$ cat src/rtl/hit_stamper_if.sv
// hit_stamper_if
//   Readout bus of the hit stamper. The stamper (master) presents one
//   {timestamp, width, saturation} record at a time. The readout (slave)
//   takes it with a valid/ready handshake.
//
//   oValid  master->slave  record on oTs/oWidth/oSat is valid
//   oTs     master->slave  coarse count sampled on the rising edge (CNT_W bits)
//   oWidth  master->slave  pulse width in clock cycles, saturated (WID_W bits)
//   oSat    master->slave  width field saturated
//   iReady  slave->master  readout accepts the presented record this cycle
interface hit_stamper_if #(
  parameter int CNT_W = 32,
  parameter int WID_W = 16
);
  logic             oValid;
  logic [CNT_W-1:0] oTs;
  logic [WID_W-1:0] oWidth;
  logic             oSat;
  logic             iReady;

  modport master (output oValid, oTs, oWidth, oSat, input iReady);
  modport slave  (input oValid, oTs, oWidth, oSat, output iReady);
endinterface

$ cat src/rtl/hit_stamper.sv
// hit_stamper
//   This block sits after the rise/fall edge detectors in the TDC front end.
//   It tags each hit with a free-running coarse count and measures the pulse
//   width from rise to fall in clock cycles. Each finished record goes into a
//   small first-word fall-through FIFO. The FIFO presents records on the
//   readout interface.
//
//   iClk    system clock (same clock as the edge detectors)
//   iRst_n  asynchronous active-low reset
//   iEn     capture enable; low drops edges and returns the FSM to IDLE
//   iRise   single-cycle rising-edge pulse
//   iFall   single-cycle falling-edge pulse
//   iClr    synchronous clear of oOvf / oDrop
//   rd      readout bus (hit_stamper_if.master)
//   oBusy   rise seen, fall still pending
//   oOvf    sticky flag: a record was lost because the FIFO was full
//   oDrop   lost-record count, saturates at 255
module hit_stamper #(
  parameter int CNT_W = 32,
  parameter int WID_W = 16,
  parameter int DEPTH = 8
) (
  input  logic          iClk,
  input  logic          iRst_n,
  input  logic          iEn,
  input  logic          iRise,
  input  logic          iFall,
  input  logic          iClr,
  hit_stamper_if.master rd,
  output logic          oBusy,
  output logic          oOvf,
  output logic [7:0]    oDrop
);

  localparam int AW    = $clog2(DEPTH);
  localparam int REC_W = CNT_W + WID_W + 1;
  localparam logic [WID_W-1:0] WMAX    = '1;
  localparam logic [AW:0]      PTR_ONE = 1;

  typedef enum logic {IDLE, ARMED} stateT;

  stateT            state;
  stateT            stateNext;
  logic [CNT_W-1:0] coarseCnt;
  logic [CNT_W-1:0] tsReg;
  logic [WID_W-1:0] widReg;
  logic [WID_W-1:0] widPlus;
  logic             satNow;
  logic             armLoad;
  logic             stageLoad;
  logic             stageValid;
  logic [REC_W-1:0] stageRec;
  logic [REC_W-1:0] mem [DEPTH];
  logic [AW:0]      wrPtr;
  logic [AW:0]      rdPtr;
  logic             fifoEmpty;
  logic             fifoFull;
  logic             pop;
  logic             push;
  logic             dropEv;
  logic [REC_W-1:0] headRec;

  // Free-running coarse counter. It wraps naturally modulo 2^CNT_W.
  always_ff @(posedge iClk or negedge iRst_n) begin
    if (!iRst_n) coarseCnt <= '0;
    else         coarseCnt <= coarseCnt + CNT_W'(1);
  end

  // FSM state register.
  always_ff @(posedge iClk or negedge iRst_n) begin
    if (!iRst_n) state <= IDLE;
    else         state <= stateNext;
  end

  // Next-state logic. A rise while ARMED re-arms. The same holds when rise
  // and fall come together: the fall closes the old pulse and the rise
  // starts a new one.
  always_comb begin
    stateNext = state;
    if (!iEn) begin
      stateNext = IDLE;
    end else begin
      case (state)
        IDLE:    if (iRise) stateNext = ARMED;
        ARMED:   if (iRise) stateNext = ARMED;
                 else if (iFall) stateNext = IDLE;
        default: stateNext = IDLE;
      endcase
    end
  end

  // FSM outputs and capture strobes.
  always_comb begin
    oBusy     = (state == ARMED);
    armLoad   = iEn & iRise;
    stageLoad = iEn & iFall & (state == ARMED);
  end

  // widReg holds (cycles since rise - 1). The fall cycle therefore reports
  // widReg+1, which is exactly fall cycle minus rise cycle. widReg stops at
  // WMAX, and any result of WMAX or more is flagged as saturated.
  assign widPlus = (widReg == WMAX) ? WMAX : widReg + WID_W'(1);
  assign satNow  = (widPlus == WMAX);

  // Capture registers for the pulse that is in flight.
  always_ff @(posedge iClk or negedge iRst_n) begin
    if (!iRst_n) begin
      tsReg  <= '0;
      widReg <= '0;
    end else if (armLoad) begin
      tsReg  <= coarseCnt;
      widReg <= '0;
    end else if (state == ARMED && widReg != WMAX) begin
      widReg <= widReg + WID_W'(1);
    end
  end

  // One-deep stage register between the FSM and the FIFO.
  always_ff @(posedge iClk or negedge iRst_n) begin
    if (!iRst_n) begin
      stageValid <= 1'b0;
      stageRec   <= '0;
    end else begin
      stageValid <= stageLoad;
      if (stageLoad) stageRec <= {tsReg, widPlus, satNow};
    end
  end

  // The pointers carry an extra wrap bit so that full and empty can be told apart.
  assign fifoEmpty = (wrPtr == rdPtr);
  assign fifoFull  = (wrPtr[AW] != rdPtr[AW]) && (wrPtr[AW-1:0] == rdPtr[AW-1:0]);
  assign pop       = !fifoEmpty && rd.iReady;
  assign push      = stageValid && (!fifoFull || pop);
  assign dropEv    = stageValid && fifoFull && !pop;

  // FIFO pointers.
  always_ff @(posedge iClk or negedge iRst_n) begin
    if (!iRst_n) begin
      wrPtr <= '0;
      rdPtr <= '0;
    end else begin
      if (push) wrPtr <= wrPtr + PTR_ONE;
      if (pop)  rdPtr <= rdPtr + PTR_ONE;
    end
  end

  // FIFO storage. It needs no reset because the pointers decide what is visible.
  // When full with a pop, the write lands in the slot being read out this cycle.
  always_ff @(posedge iClk) begin
    if (push) mem[wrPtr[AW-1:0]] <= stageRec;
  end

  // Fall-through head. The data is forced to zero while empty so that stale
  // storage never shows up on the bus (for example, straight after reset).
  always_comb begin
    headRec   = mem[rdPtr[AW-1:0]];
    rd.oValid = !fifoEmpty;
    {rd.oTs, rd.oWidth, rd.oSat} = fifoEmpty ? '0 : headRec;
  end

  // Overflow flag and drop counter. A drop in the same cycle as a clear
  // still counts, so the clear leaves a count of exactly one.
  always_ff @(posedge iClk or negedge iRst_n) begin
    if (!iRst_n) begin
      oOvf  <= 1'b0;
      oDrop <= '0;
    end else if (iClr) begin
      oOvf  <= dropEv;
      oDrop <= dropEv ? 8'd1 : 8'd0;
    end else if (dropEv) begin
      oOvf <= 1'b1;
      if (oDrop != 8'hFF) oDrop <= oDrop + 8'd1;
    end
  end

endmodule

$ cat src/flat_wrapper.sv
// flat-port wrapper written by rule: the top's interface ports become plain ports
module hit_stamper_flat 
#(
  parameter int CNT_W = 32,
  parameter int WID_W = 16,
  parameter int DEPTH = 8
)
  (iClk, iRst_n, iEn, iRise, iFall, iClr, oBusy, oOvf, oDrop, rd_oValid, rd_oTs, rd_oWidth, rd_oSat, rd_iReady);
  hit_stamper_if #(.CNT_W(CNT_W), .WID_W(WID_W)) rd_i ();
  input  logic iClk;
  input  logic iRst_n;
  input  logic iEn;
  input  logic iRise;
  input  logic iFall;
  input  logic iClr;
  output logic oBusy;
  output logic oOvf;
  output logic [7:0] oDrop;
  output wire logic [$bits(rd_i.oValid)-1:0] rd_oValid;
  output wire logic [$bits(rd_i.oTs)-1:0] rd_oTs;
  output wire logic [$bits(rd_i.oWidth)-1:0] rd_oWidth;
  output wire logic [$bits(rd_i.oSat)-1:0] rd_oSat;
  input wire logic [$bits(rd_i.iReady)-1:0] rd_iReady;
  assign rd_oValid = rd_i.oValid;
  assign rd_oTs = rd_i.oTs;
  assign rd_oWidth = rd_i.oWidth;
  assign rd_oSat = rd_i.oSat;
  assign rd_i.iReady = rd_iReady;
  hit_stamper #(.CNT_W(CNT_W), .WID_W(WID_W), .DEPTH(DEPTH)) u_core (.iClk(iClk), .iRst_n(iRst_n), .iEn(iEn), .iRise(iRise), .iFall(iFall), .iClr(iClr), .rd(rd_i), .oBusy(oBusy), .oOvf(oOvf), .oDrop(oDrop));
endmodule
$ cat config.mk
export PLATFORM = sky130hd
export DESIGN_NAME = hit_stamper_flat
export DESIGN_NICKNAME = d
export VERILOG_FILES = /design/src/rtl/hit_stamper_if.sv /design/src/rtl/hit_stamper.sv /design/src/flat_wrapper.sv
export SDC_FILE = /design/constraint.sdc
export NUM_CORES = 1
export LEC_CHECK = 0
export BUFFER_PORTS_ARGS = -buffer_cell sky130_fd_sc_hd__buf_2
export CORE_MARGIN = 5
export CORE_UTILIZATION = 45
export DETAILED_ROUTE_END_ITERATION = 10
export PLACE_DENSITY = 0.61
export SLEW_MARGIN = 20
export SYNTH_ARGS = -nofsm -noshare
export SYNTH_HDL_FRONTEND = slang
export SYNTH_SLANG_ARGS = --single-unit
$ cat constraint.sdc
create_clock -name iClk -period 18.8 [get_ports iClk]
set_input_delay 3.76 -clock iClk [delete_from_list [all_inputs] [get_ports iClk]]
set_output_delay 3.76 -clock iClk [all_outputs]
set_load 0.01 [all_outputs]
==> qor.csv, run 1 <==
stage,metric,value,unit
sta,finalHoldWorstSlack,461,ps
power_and_ir_drop,sequentialPowerShare,45.1,%
sta,finalCritPeriodShare,38.2,%
floorplanning,die_x,228,um
power_and_ir_drop,p_per_area,132,nW/um^2
critical_path,end_kind,output port,
power_and_ir_drop,clkPwrFrac,32.0,%
yosys,netlist_area,21400,sq um
critical_path,cp-start-kind,flip-flop,
sta,fin_crit,7180,ps
sta,tightest_slew,966,ps
sta,setup_tns,0,ps
placed_design,dp_slack,12140,ps
critical_path,r2r-start,u_core.rdPtr[1],
critical_path,cp.arrival,3420,ps
yosys,synth_nets,1335,
worst_hold_path,hp-start,u_core.tsReg[11],
power_and_ir_drop,p_comb_share,22.9,%
job,maxCapViolCount,0,
detailed_routing,drtIter0Drc,809,
clock_tree,cts_max_level,2,
detailed_routing,drt-total-wl,42600,um
critical_path,worstPathMaxFanout,58,
floorplanning,pin_count,67,
sta,setup_viol,0,
global_routing,grt_antenna_before_repair,0,
yosys,synth_top_area_share,55.1,%
global_routing,grt_pass1_vias,11400,
global_routing,grt_max_degree,87,
global_routing,grt_pass1_wl,67200,um
sta,skew,18.3,ps
yosys,syn-instance-count,1323,
clock_tree,ctsHoldBuffers,0,
final_layout,multi_input_area,5590,sq um
floorplanning,core_area,46800,sq um
outcome,status,completed,
worst_hold_path,hp-class,reg2reg,
clock_tree,cts_setup_buffers,0,
critical_path,path_class,reg2out,
yosys,synthTopCellsByArea,"edfxtp_1 (55%), dfrtp_1 (17%), mux4_2 (10%)",
global_routing,grt.total_usage,16.4,%
final_layout,seqCellArea,15500,sq um
final_layout,nets,1409,
placed_design,dp_hpwl,22700,um
yosys,synth_seq_cells,540,
floorplanning,fp.dieH,228,um
clock_tree,cts.sinks,540,
power_and_ir_drop,netSwitchingFraction,28.6,%
final_layout,layout-drive-gt1-share,19.6,%
clock_tree,cts_tree,built,
clock_tree,insertion_delay,600,ps
final_layout,fillers,3834,
placed_design,place.port_buffers,66,
clock_tree,cts_buffers,52,
power_and_ir_drop,leakagePower,8.99,nW
detailed_routing,firstDrtPassIters,5,
detailed_routing,vias,10900,
power_and_ir_drop,p_switching,905,uW
yosys,synth_cell_types,46,
clock_tree,clockBufferDepth,3,
clock_tree,ctsResizeCount,0,
clock_tree,clk_pin_slew_worst_paths,70,ps
floorplanning,die_area,52000,sq um
floorplanning,rows,79,
power_and_ir_drop,vdd_ir_drop_max,77.0,uV
detailed_routing,routed_via_density,5.34,
floorplanning,start_util,45.7,%
detailed_routing,drtAntennaViolNets,0,
final_layout,area_delta_synth_final,12.5,%
critical_path,r2r_slack,15550,ps
detailed_routing,wl_per_cell,20.8,um
sta,timing.final.ws_setup,11620,ps
sta,hold_viol,0,
yosys,yosysTopAreaCell,edfxtp_1,
yosys,yosysSeqAreaShare,72.4,%
global_routing,globalRouteOverflowTotal,0,
sta,fmax,139,MHz
placed_design,gp_congestion,0.788,
power_and_ir_drop,p_int,2.27,mW
detailed_routing,drc,0,
yosys,ys_warn_count,0,
clock_tree,clockRootBuffer,clkbuf_16,
critical_path,cp-startpoint,u_core.rdPtr[1],
sta,rsz0062_at_grt,no,
sta,drv_slew,0,
yosys,syn_area_per_cell,16.2,sq um
critical_path,required,15040,ps
sta,slew_headroom,35.6,%
==> metal layers <==
metal / vias to the layer above / wire length [um] / global-route usage [%] / share of wire [%]
li1: 5040 / - / - / -
met5: - / 0 / 0 / 0
met4: 0 / 683 / 3.91 / 1.6
met1: 5709 / 19700 / 23.4 / 46
met2: 146 / 20800 / 26.9 / 49
met3: 46 / 1430 / 2.60 / 3.4
==> final timing paths <==
| check | to | depth (start not counted) |
|---|---|---|
| max reg2reg | u_core.mem[4][22] | 7 |
| max in group asynchronous | u_core.stageRec[44] | 2 |
| min in group asynchronous | u_core.stageRec[42] | 1 |
| max | rd_oTs[13] | 6 |
| min reg2reg | u_core.stageRec[28] | 2 |
| min | u_core.stageRec[28] | 2 |
==> layout by cell type, fill, tap and decap left out, types with 5 or more instances in the layout <==
cell,n
ha_1,5
o21ai_0,21
mux2i_1,51
mux4_2,98
clkbuf_8,7
a21oi_1,15
or3_1,8
xnor2_1,44
nand3_1,27
clkinv_2,8
nand4_1,14
buf_4,21
clkbuf_16,53
inv_1,7
dfrtp_1,145
xor2_1,23
edfxtp_1,392
buf_2,65
nand2_1,242
nand2b_1,6
nor3_1,9
clkbuf_1,20
nor2_1,91
==> flip-flops by register name, indices dropped and copies added, names as in the netlist <==
name and cells:
u_core.mem 392, u_core.stageRec 49, u_core.coarseCnt 32, u_core.tsReg 32, u_core.widReg 16, u_core.oDrop 8
u_core.rdPtr 4, u_core.wrPtr 4, u_core.oBusy 1, u_core.oOvf 1, u_core.stageValid 1
==> metrics by stage <==
step / power, mW / cells / utilization [%] / area, sq um
after global placement: 2.20 / 1950 / 47.8 / 22400
after floorplan: 1.93 / 1323 / - / 21400
after detailed placement: 2.21 / 1950 / 47.8 / 22400
final: 3.17 / 2049 / 51.4 / 24000
after CTS: 3.22 / 2047 / 51.4 / 24000
after global routing: 3.32 / 2047 / 51.4 / 24000
==> power groups by stage <==
stage	clock network, mW	logic [mW]	registers, mW
detailed placement	0	0.750	1.46
global placement	0	0.746	1.45
finish	1.01	0.727	1.43
global route	1.09	0.793	1.44
CTS	1.04	0.751	1.43
floorplan	0	0.553	1.38
==> synthesized netlist by cell type (all sizes together) <==
| cell | count |
|---|---|
| a21oi | 15 |
| a31oi | 3 |
| a32oi | 1 |
| and2 | 4 |
| and3 | 5 |
| and4 | 2 |
| buf | 21 |
| clkbuf | 47 |
| dfrtp | 148 |
| edfxtp | 392 |
| ha | 5 |
| inv | 9 |
| mux2 | 1 |
| mux2i | 51 |
| mux4 | 98 |
| nand2 | 242 |
| nand2b | 6 |
| nand3 | 30 |
| nand3b | 1 |
| nand4 | 14 |
| nand4b | 3 |
| nor2 | 94 |
| nor2b | 5 |
| nor3 | 13 |
| nor4 | 5 |
| o211ai | 2 |
| o21a | 4 |
| o21ai | 22 |
| o21bai | 1 |
| or2 | 1 |
| or3 | 9 |
| or4 | 2 |
| xnor2 | 44 |
| xor2 | 23 |
==> final cells by class <==
type                    count  share of cell area (%)
diodes                      2                  0.0208
clock inverters            17                   0.713
multi-input cells         706                    23.2
clock buffers              80                    6.23
repair buffers             88                    2.10
flip-flops and latches    540                    64.4
inverters                   9                   0.146
well taps                 607                    3.16
==> cells by family after synthesis <==
| group | synth area share [%] |
|---|---|
| fa+ha+maj | 0.293 |
| flops | 72.4 |
| xor+xnor | 2.75 |
| buf+inv | 1.70 |
| compound gates | 1.24 |
| simple gates | 8.84 |
| mux | 12.8 |
==> worst max-delay path, cell delays in order, from the launching register on <==
cell and delay, ps:
dfrtp_4 1000, xnor2_1 190, nand3_1 170, nor2b_4 640, buf_4 500, nor2_1 110
buf_2 160
Power figures use the tool's default switching activity.
==> run 2, diff against run 1 <==
--- a/config.mk
+++ b/config.mk
@@ -9,7 +9,7 @@
 export CORE_MARGIN = 5
 export CORE_UTILIZATION = 45
 export DETAILED_ROUTE_END_ITERATION = 10
-export PLACE_DENSITY = 0.61
+export PLACE_DENSITY = 0.63
 export SLEW_MARGIN = 20
 export SYNTH_ARGS = -nofsm -noshare
 export SYNTH_HDL_FRONTEND = slang
==> constraint.sdc (replaced) <==
create_clock -name iClk -period 5.96 [get_ports iClk]
set_input_delay 1.192 -clock iClk [delete_from_list [all_inputs] [get_ports iClk]]
set_output_delay 1.192 -clock iClk [all_outputs]
set_load 0.01 [all_outputs]
==> run 2 against run 1 <==
Sequential power rose to 3.2 times the previous value. Final area is 0.20% higher. Largest power group unchanged. First-iteration DRC count up 11%. Non-clock buffer count increased by 2. Highest routed layer unchanged. Critical endpoint is now rd_oTs[29]. Clock skew grew 5.8 ps.
==> qor.csv, run 2 (same netlist as run 1, synthesis figures left out) <==
stage,metric,value,unit,change
critical_path,crit_buf_inv,2,,unchanged
global_routing,globalRouteOverflowTotal,0,,unchanged
clock_tree,clockRootBuffer,clkbuf_16,,unchanged
placed_design,gp_congestion,0.787,,was 0.788
final_layout,fin_cells,2050,,"was 2,049"
placed_design,dp_slack,2030,ps,"was 12,140 ps"
clock_tree,ctsResizeCount,0,,unchanged
clock_tree,cts_tree,built,,unchanged
critical_path,required,4770,ps,"was 15,040 ps"
sta,fmax,225,MHz,
critical_path,cp-start-kind,flip-flop,,unchanged
sta,slew_headroom,32.9,%,was 35.6%
clock_tree,ctsHoldBuffers,0,,unchanged
critical_path,worstPathMaxFanout,59,,was 58
placed_design,placed_cell_area,22400,sq um,about the same
sta,finalHoldWorstSlack,468,ps,was 461 ps
floorplanning,start_util,45.7,%,unchanged
floorplanning,fp.dieH,228,um,unchanged
detailed_routing,routed_via_density,5.43,,was 5.34
final_layout,nets,1411,,"was 1,409"
global_routing,grt_pass1_wl,67800,um,"was 67,200 um"
job,maxCapViolCount,0,,unchanged
critical_path,crit_path_top_delay_cell,dfrtp_4,,unchanged
sta,tightest_slew,1010,ps,was 966 ps
critical_path,critPathMaxStageDelay,860,ps,was 1000 ps
clock_tree,cts_max_level,2,,unchanged
final_layout,num_antenna_cells,0,,was 2
final_layout,final_common_cell,edfxtp_1,,unchanged
critical_path,cp_cell_sequence,buf_4 -> mux4_2 -> mux2i_1 -> nor2_1 -> buf_2,,was xnor2_1 -> nand3_1 -> nor2b_4 -> buf_4 -> nor2_1 -> buf_2
final_layout,multi_input_area,5600,sq um,was 5590 sq um
clock_tree,insertion_delay,570,ps,was 600 ps
sta,finalCritPeriodShare,74.6,%,
detailed_routing,drt-total-wl,42300,um,"was 42,600 um"
final_layout,area_delta_synth_final,12.7,%,was 12.5%
worst_hold_path,hp-class,reg2reg,,unchanged
global_routing,grt_max_degree,108,,was 87
detailed_routing,drc,0,,unchanged
clock_tree,cts_setup_buffers,0,,unchanged
clock_tree,clk_pin_slew_worst_paths,60,ps,was 70 ps
power_and_ir_drop,vdd_ir_drop_max,232,uV,was 77.0 uV
global_routing,grt.total_usage,16.3,%,was 16.4%
global_routing,grt_pass1_vias,11500,,"was 11,400"
final_layout,layout-drive-gt1-share,19.3,%,was 19.6%
final_layout,seqCellArea,15500,sq um,unchanged
sta,setup_viol,0,,unchanged
sta,rsz0062_at_grt,no,,unchanged
power_and_ir_drop,p_per_area,416,nW/um^2,was 132 nW/um^2
floorplanning,die_x,228,um,unchanged
sta,fin_crit,4450,ps,
critical_path,cp-startpoint,u_core.rdPtr[1],,unchanged
global_routing,grt_antenna_before_repair,0,,unchanged
critical_path,cp.arrival,3260,ps,was 3420 ps
clock_tree,clockBufferDepth,3,,unchanged
critical_path,end_kind,output port,,unchanged
power_and_ir_drop,leakagePower,9.00,nW,was 8.99 nW
floorplanning,pin_count,67,,unchanged
detailed_routing,vias,11100,,"was 10,900"
detailed_routing,drtAntennaViolNets,0,,unchanged
sta,setup_tns,0,ps,unchanged
floorplanning,die_area,52000,sq um,unchanged
critical_path,path_class,reg2out,,unchanged
power_and_ir_drop,report.power.total,10.0,mW,was 3.17 mW
final_layout,final_area,24100,sq um,"was 24,000 sq um"
detailed_routing,firstDrtPassIters,7,,was 5
placed_design,dp_cells,1952,,"was 1,950"
placed_design,place.port_buffers,66,,unchanged
detailed_routing,drtIter0Drc,899,,was 809
final_layout,largest_register_ff_count,392,,unchanged
final_layout,post-route-util,51.5,%,was 51.4%
sta,drv_slew,0,,unchanged
detailed_routing,wl_per_cell,20.6,um,was 20.8 um
critical_path,r2r-start,u_core.rdPtr[1],,unchanged
critical_path,cp_top_family,buffers and inverters,,was flip-flops
sta,timing.final.ws_setup,1510,ps,"was 11,620 ps"
clock_tree,cts_buffers,52,,unchanged
placed_design,dp_hpwl,23700,um,"was 22,700 um"
outcome,status,completed,,unchanged
final_layout,layout_common_cells,"edfxtp_1 (392), nand2_1 (242), dfrtp_1 (145)",,unchanged
worst_hold_path,hp-start,u_core.coarseCnt[0],,was u_core.tsReg[11]
sta,skew,24.1,ps,was 18.3 ps
final_layout,fillers,3764,,"was 3,834"
floorplanning,core_area,46800,sq um,unchanged
floorplanning,rows,79,,unchanged
clock_tree,cts.sinks,540,,unchanged
sta,hold_viol,0,,unchanged
run 2: cell count changes in the layout (fill, tap and decap cells not counted), sizes merged:
cell and delta:
buf +1, bufinv +1, clkbuf -2, clkinv +2, diode -2, inv +1
run 2: final cells by class:
class | instances | area share (%)
Inverter | 9 | 0.145
Sequential cell | 540 | 64.3
Timing Repair Buffer | 90 | 2.32
Multi-Input combinational cell | 706 | 23.2
Tap cell | 607 | 3.15
Clock buffer | 77 | 6.13
Clock inverter | 21 | 0.758
run 2: path summary, 6_finish.rpt:
path / to / slack [ps] / cells after the start
setup / recovery: rd_oTs[29] / 1510 / 5
max in group asynchronous: u_core.stageRec[29] / 4090 / 2
min in group asynchronous: u_core.oDrop[2] / 750 / 1
hold reg to reg: u_core.coarseCnt[0] / 470 / 1
hold / removal: u_core.coarseCnt[0] / 470 / 1
setup reg to reg: u_core.mem[5][31] / 2730 / 7
run 2: per-layer routing:
layer / routed length, um / GRT usage (%) / share of wire [%]
met1: 19200 / 23.3 / 45
met2: 20600 / 26.7 / 49
met3: 1730 / 2.67 / 4.1
met4: 728 / 3.95 / 1.7
met5: 0 / 0 / 0
run 2: where the power goes:
part           internal, mW  leakage (nW)  switching (mW)
sequential             4.21          5.57           0.306
clock                  1.84         0.799            1.33
combinational          1.15          2.63            1.20
total                  7.20          9.00            2.83
run 2: worst register-to-register path, stage by stage, from the launching register on:
cell	delay, ps
dfrtp_4	860
xnor2_1	130
nand3_1	170
nor3_1	120
nor2b_1	250
nand2_1	220
nor2_4	440
buf_4	640
==> run 3, diff against run 2 <==
==> constraint.sdc (replaced) <==
create_clock -name iClk -period 3.7 [get_ports iClk]
set_input_delay 0.74 -clock iClk [delete_from_list [all_inputs] [get_ports iClk]]
set_output_delay 0.74 -clock iClk [all_outputs]
set_load 0.01 [all_outputs]
==> run 3 against run 2 <==
Critical path depth increased by 1. Register-to-register slack got worse by 1700 ps. Hold slack got worse by 290 ps. Combinational power increased by 71%. Setup slack got worse by 1100 ps. Routed wire length decreased by 1.7%. Clock-buffer cell count increased by 3. Non-clock buffer count increased by 5. Critical path type unchanged. Largest cell class unchanged.
==> qor.csv, run 3 (same netlist as run 1, synthesis figures left out) <==
stage,metric,value,unit,change
clock_tree,ctsHoldBuffers,0,,unchanged
clock_tree,cts_setup_buffers,0,,unchanged
placed_design,gp_congestion,0.795,,was 0.787
floorplanning,pin_count,67,,unchanged
sta,finalCritPeriodShare,90.0,%,
critical_path,end_kind,output port,,unchanged
placed_design,dp_hpwl,23200,um,"was 23,700 um"
final_layout,largest_register_ff_count,392,,unchanged
outcome,status,completed,,unchanged
critical_path,path_class,reg2out,,unchanged
sta,fmax,300,MHz,
power_and_ir_drop,p_per_area,673,nW/um^2,was 416 nW/um^2
floorplanning,start_util,45.7,%,unchanged
global_routing,grt.total_usage,16.0,%,was 16.3%
critical_path,cp-startpoint,u_core.wrPtr[2],,was u_core.rdPtr[1]
clock_tree,clockRootBuffer,clkbuf_16,,unchanged
floorplanning,core_area,46800,sq um,unchanged
clock_tree,cts_max_level,2,,unchanged
critical_path,r2r-start,u_core.wrPtr[0],,was u_core.rdPtr[1]
clock_tree,insertion_delay,590,ps,was 570 ps
detailed_routing,drtIter0Drc,790,,was 899
sta,slew_headroom,41.0,%,was 32.9%
sta,skew,26.4,ps,was 24.1 ps
clock_tree,clk_pin_slew_worst_paths,60,ps,about the same
critical_path,cp_cell_sequence,xnor2_1 -> nand3_1 -> nor2b_4 -> buf_4 -> nor2_1 -> buf_2,,was buf_4 -> mux4_2 -> mux2i_1 -> nor2_1 -> buf_2
placed_design,dp_slack,932,ps,was 2030 ps
sta,tightest_slew,885,ps,was 1010 ps
detailed_routing,firstDrtPassIters,5,,was 7
placed_design,place.port_buffers,66,,unchanged
clock_tree,clockBufferDepth,3,,unchanged
critical_path,cp_top_family,simple AND/OR/NAND/NOR gates,,was buffers and inverters
global_routing,grt_max_degree,102,,was 108
sta,drv_slew,0,,unchanged
final_layout,nets,1417,,"was 1,411"
critical_path,cp.arrival,2590,ps,was 3260 ps
power_and_ir_drop,vdd_ir_drop_max,382,uV,was 232 uV
critical_path,crit_path_top_delay_cell,dfrtp_1,,was dfrtp_4
worst_hold_path,hp-class,in2async,,was reg2reg
global_routing,grt_antenna_before_repair,2,,was 0
power_and_ir_drop,report.power.total,16.3,mW,was 10.0 mW
floorplanning,die_area,52000,sq um,unchanged
detailed_routing,wl_per_cell,20.2,um,was 20.6 um
detailed_routing,drt-total-wl,41600,um,"was 42,300 um"
critical_path,required,2960,ps,was 4770 ps
critical_path,worstPathMaxFanout,13,,was 59
detailed_routing,drtAntennaViolNets,0,,unchanged
final_layout,layout-drive-gt1-share,19.9,%,was 19.3%
detailed_routing,vias,11100,,about the same
detailed_routing,routed_via_density,5.39,,was 5.43
clock_tree,cts_tree,built,,unchanged
job,maxCapViolCount,0,,unchanged
clock_tree,cts.sinks,540,,unchanged
critical_path,crit_buf_inv,2,,unchanged
floorplanning,fp.dieH,228,um,unchanged
critical_path,critPathMaxStageDelay,570,ps,was 860 ps
global_routing,grt_pass1_wl,66600,um,"was 67,800 um"
sta,setup_tns,0,ps,unchanged
sta,hold_viol,0,,unchanged
final_layout,seqCellArea,15500,sq um,unchanged
global_routing,globalRouteOverflowTotal,0,,unchanged
clock_tree,cts_buffers,53,,was 52
power_and_ir_drop,leakagePower,9.08,nW,was 9.00 nW
floorplanning,die_x,228,um,unchanged
final_layout,post-route-util,51.8,%,was 51.5%
sta,rsz0062_at_grt,no,,unchanged
floorplanning,rows,79,,unchanged
final_layout,area_delta_synth_final,13.4,%,was 12.7%
final_layout,final_common_cell,edfxtp_1,,unchanged
final_layout,multi_input_area,5600,sq um,about the same
final_layout,layout_common_cells,"edfxtp_1 (392), nand2_1 (241), dfrtp_1 (145)",,"was edfxtp_1 (392), nand2_1 (242), dfrtp_1 (145)"
clock_tree,ctsResizeCount,0,,unchanged
final_layout,fillers,3857,,"was 3,764"
sta,finalHoldWorstSlack,174,ps,was 468 ps
sta,setup_viol,0,,unchanged
critical_path,cp-start-kind,flip-flop,,unchanged
sta,timing.final.ws_setup,368,ps,was 1510 ps
detailed_routing,drc,0,,unchanged
sta,fin_crit,3330,ps,
global_routing,grt_pass1_vias,11400,,"was 11,500"
run 3: cell type report:
cell class	instances	area share, %
clock buffer	80	6.18
multi-input combinational	706	23.1
sequential	540	63.9
timing repair buffer	95	2.65
clock inverter	19	0.914
inverter	9	0.139
antenna	1	0.0103
tap	607	3.13
run 3: metrics by stage:
stage          instance area [sq um]  std cells
6_report                       24200       2057
2_1_floorplan                  21400       1323
5_1_grt                        24200       2056
4_1_cts                        24200       2056
3_3_place_gp                   22500       1957
3_5_place_dp                   22500       1957
run 3: where the power goes:
part	internal, mW	total [mW]	switching, mW
Clock	3.08	5.27	2.19
Combinational	1.86	4.02	2.16
Sequential	6.78	7.02	0.237
run 3: path summary, 6_finish.rpt:
path                                  endpoint  slack (ps)  cells after the start
max                                  rd_oTs[1]         370                      6
min                            u_core.rdPtr[1]         170                      1
max reg2reg                  u_core.mem[0][48]        1040                      6
min reg2reg                u_core.coarseCnt[0]         460                      1
max in group asynchronous  u_core.stageRec[48]        2650                      2
min in group iClk                 u_core.oBusy         420                      2
run 3: routing by layer:
metal | part of all wire, % | up-vias | track usage [%]
li1 | - | 5052 | -
met1 | 46 | 5768 | 23.3
met2 | 48 | 195 | 26.0
met3 | 3.9 | 66 | 2.43
met4 | 1.9 | 0 | 3.93
met5 | 0 | - | 0
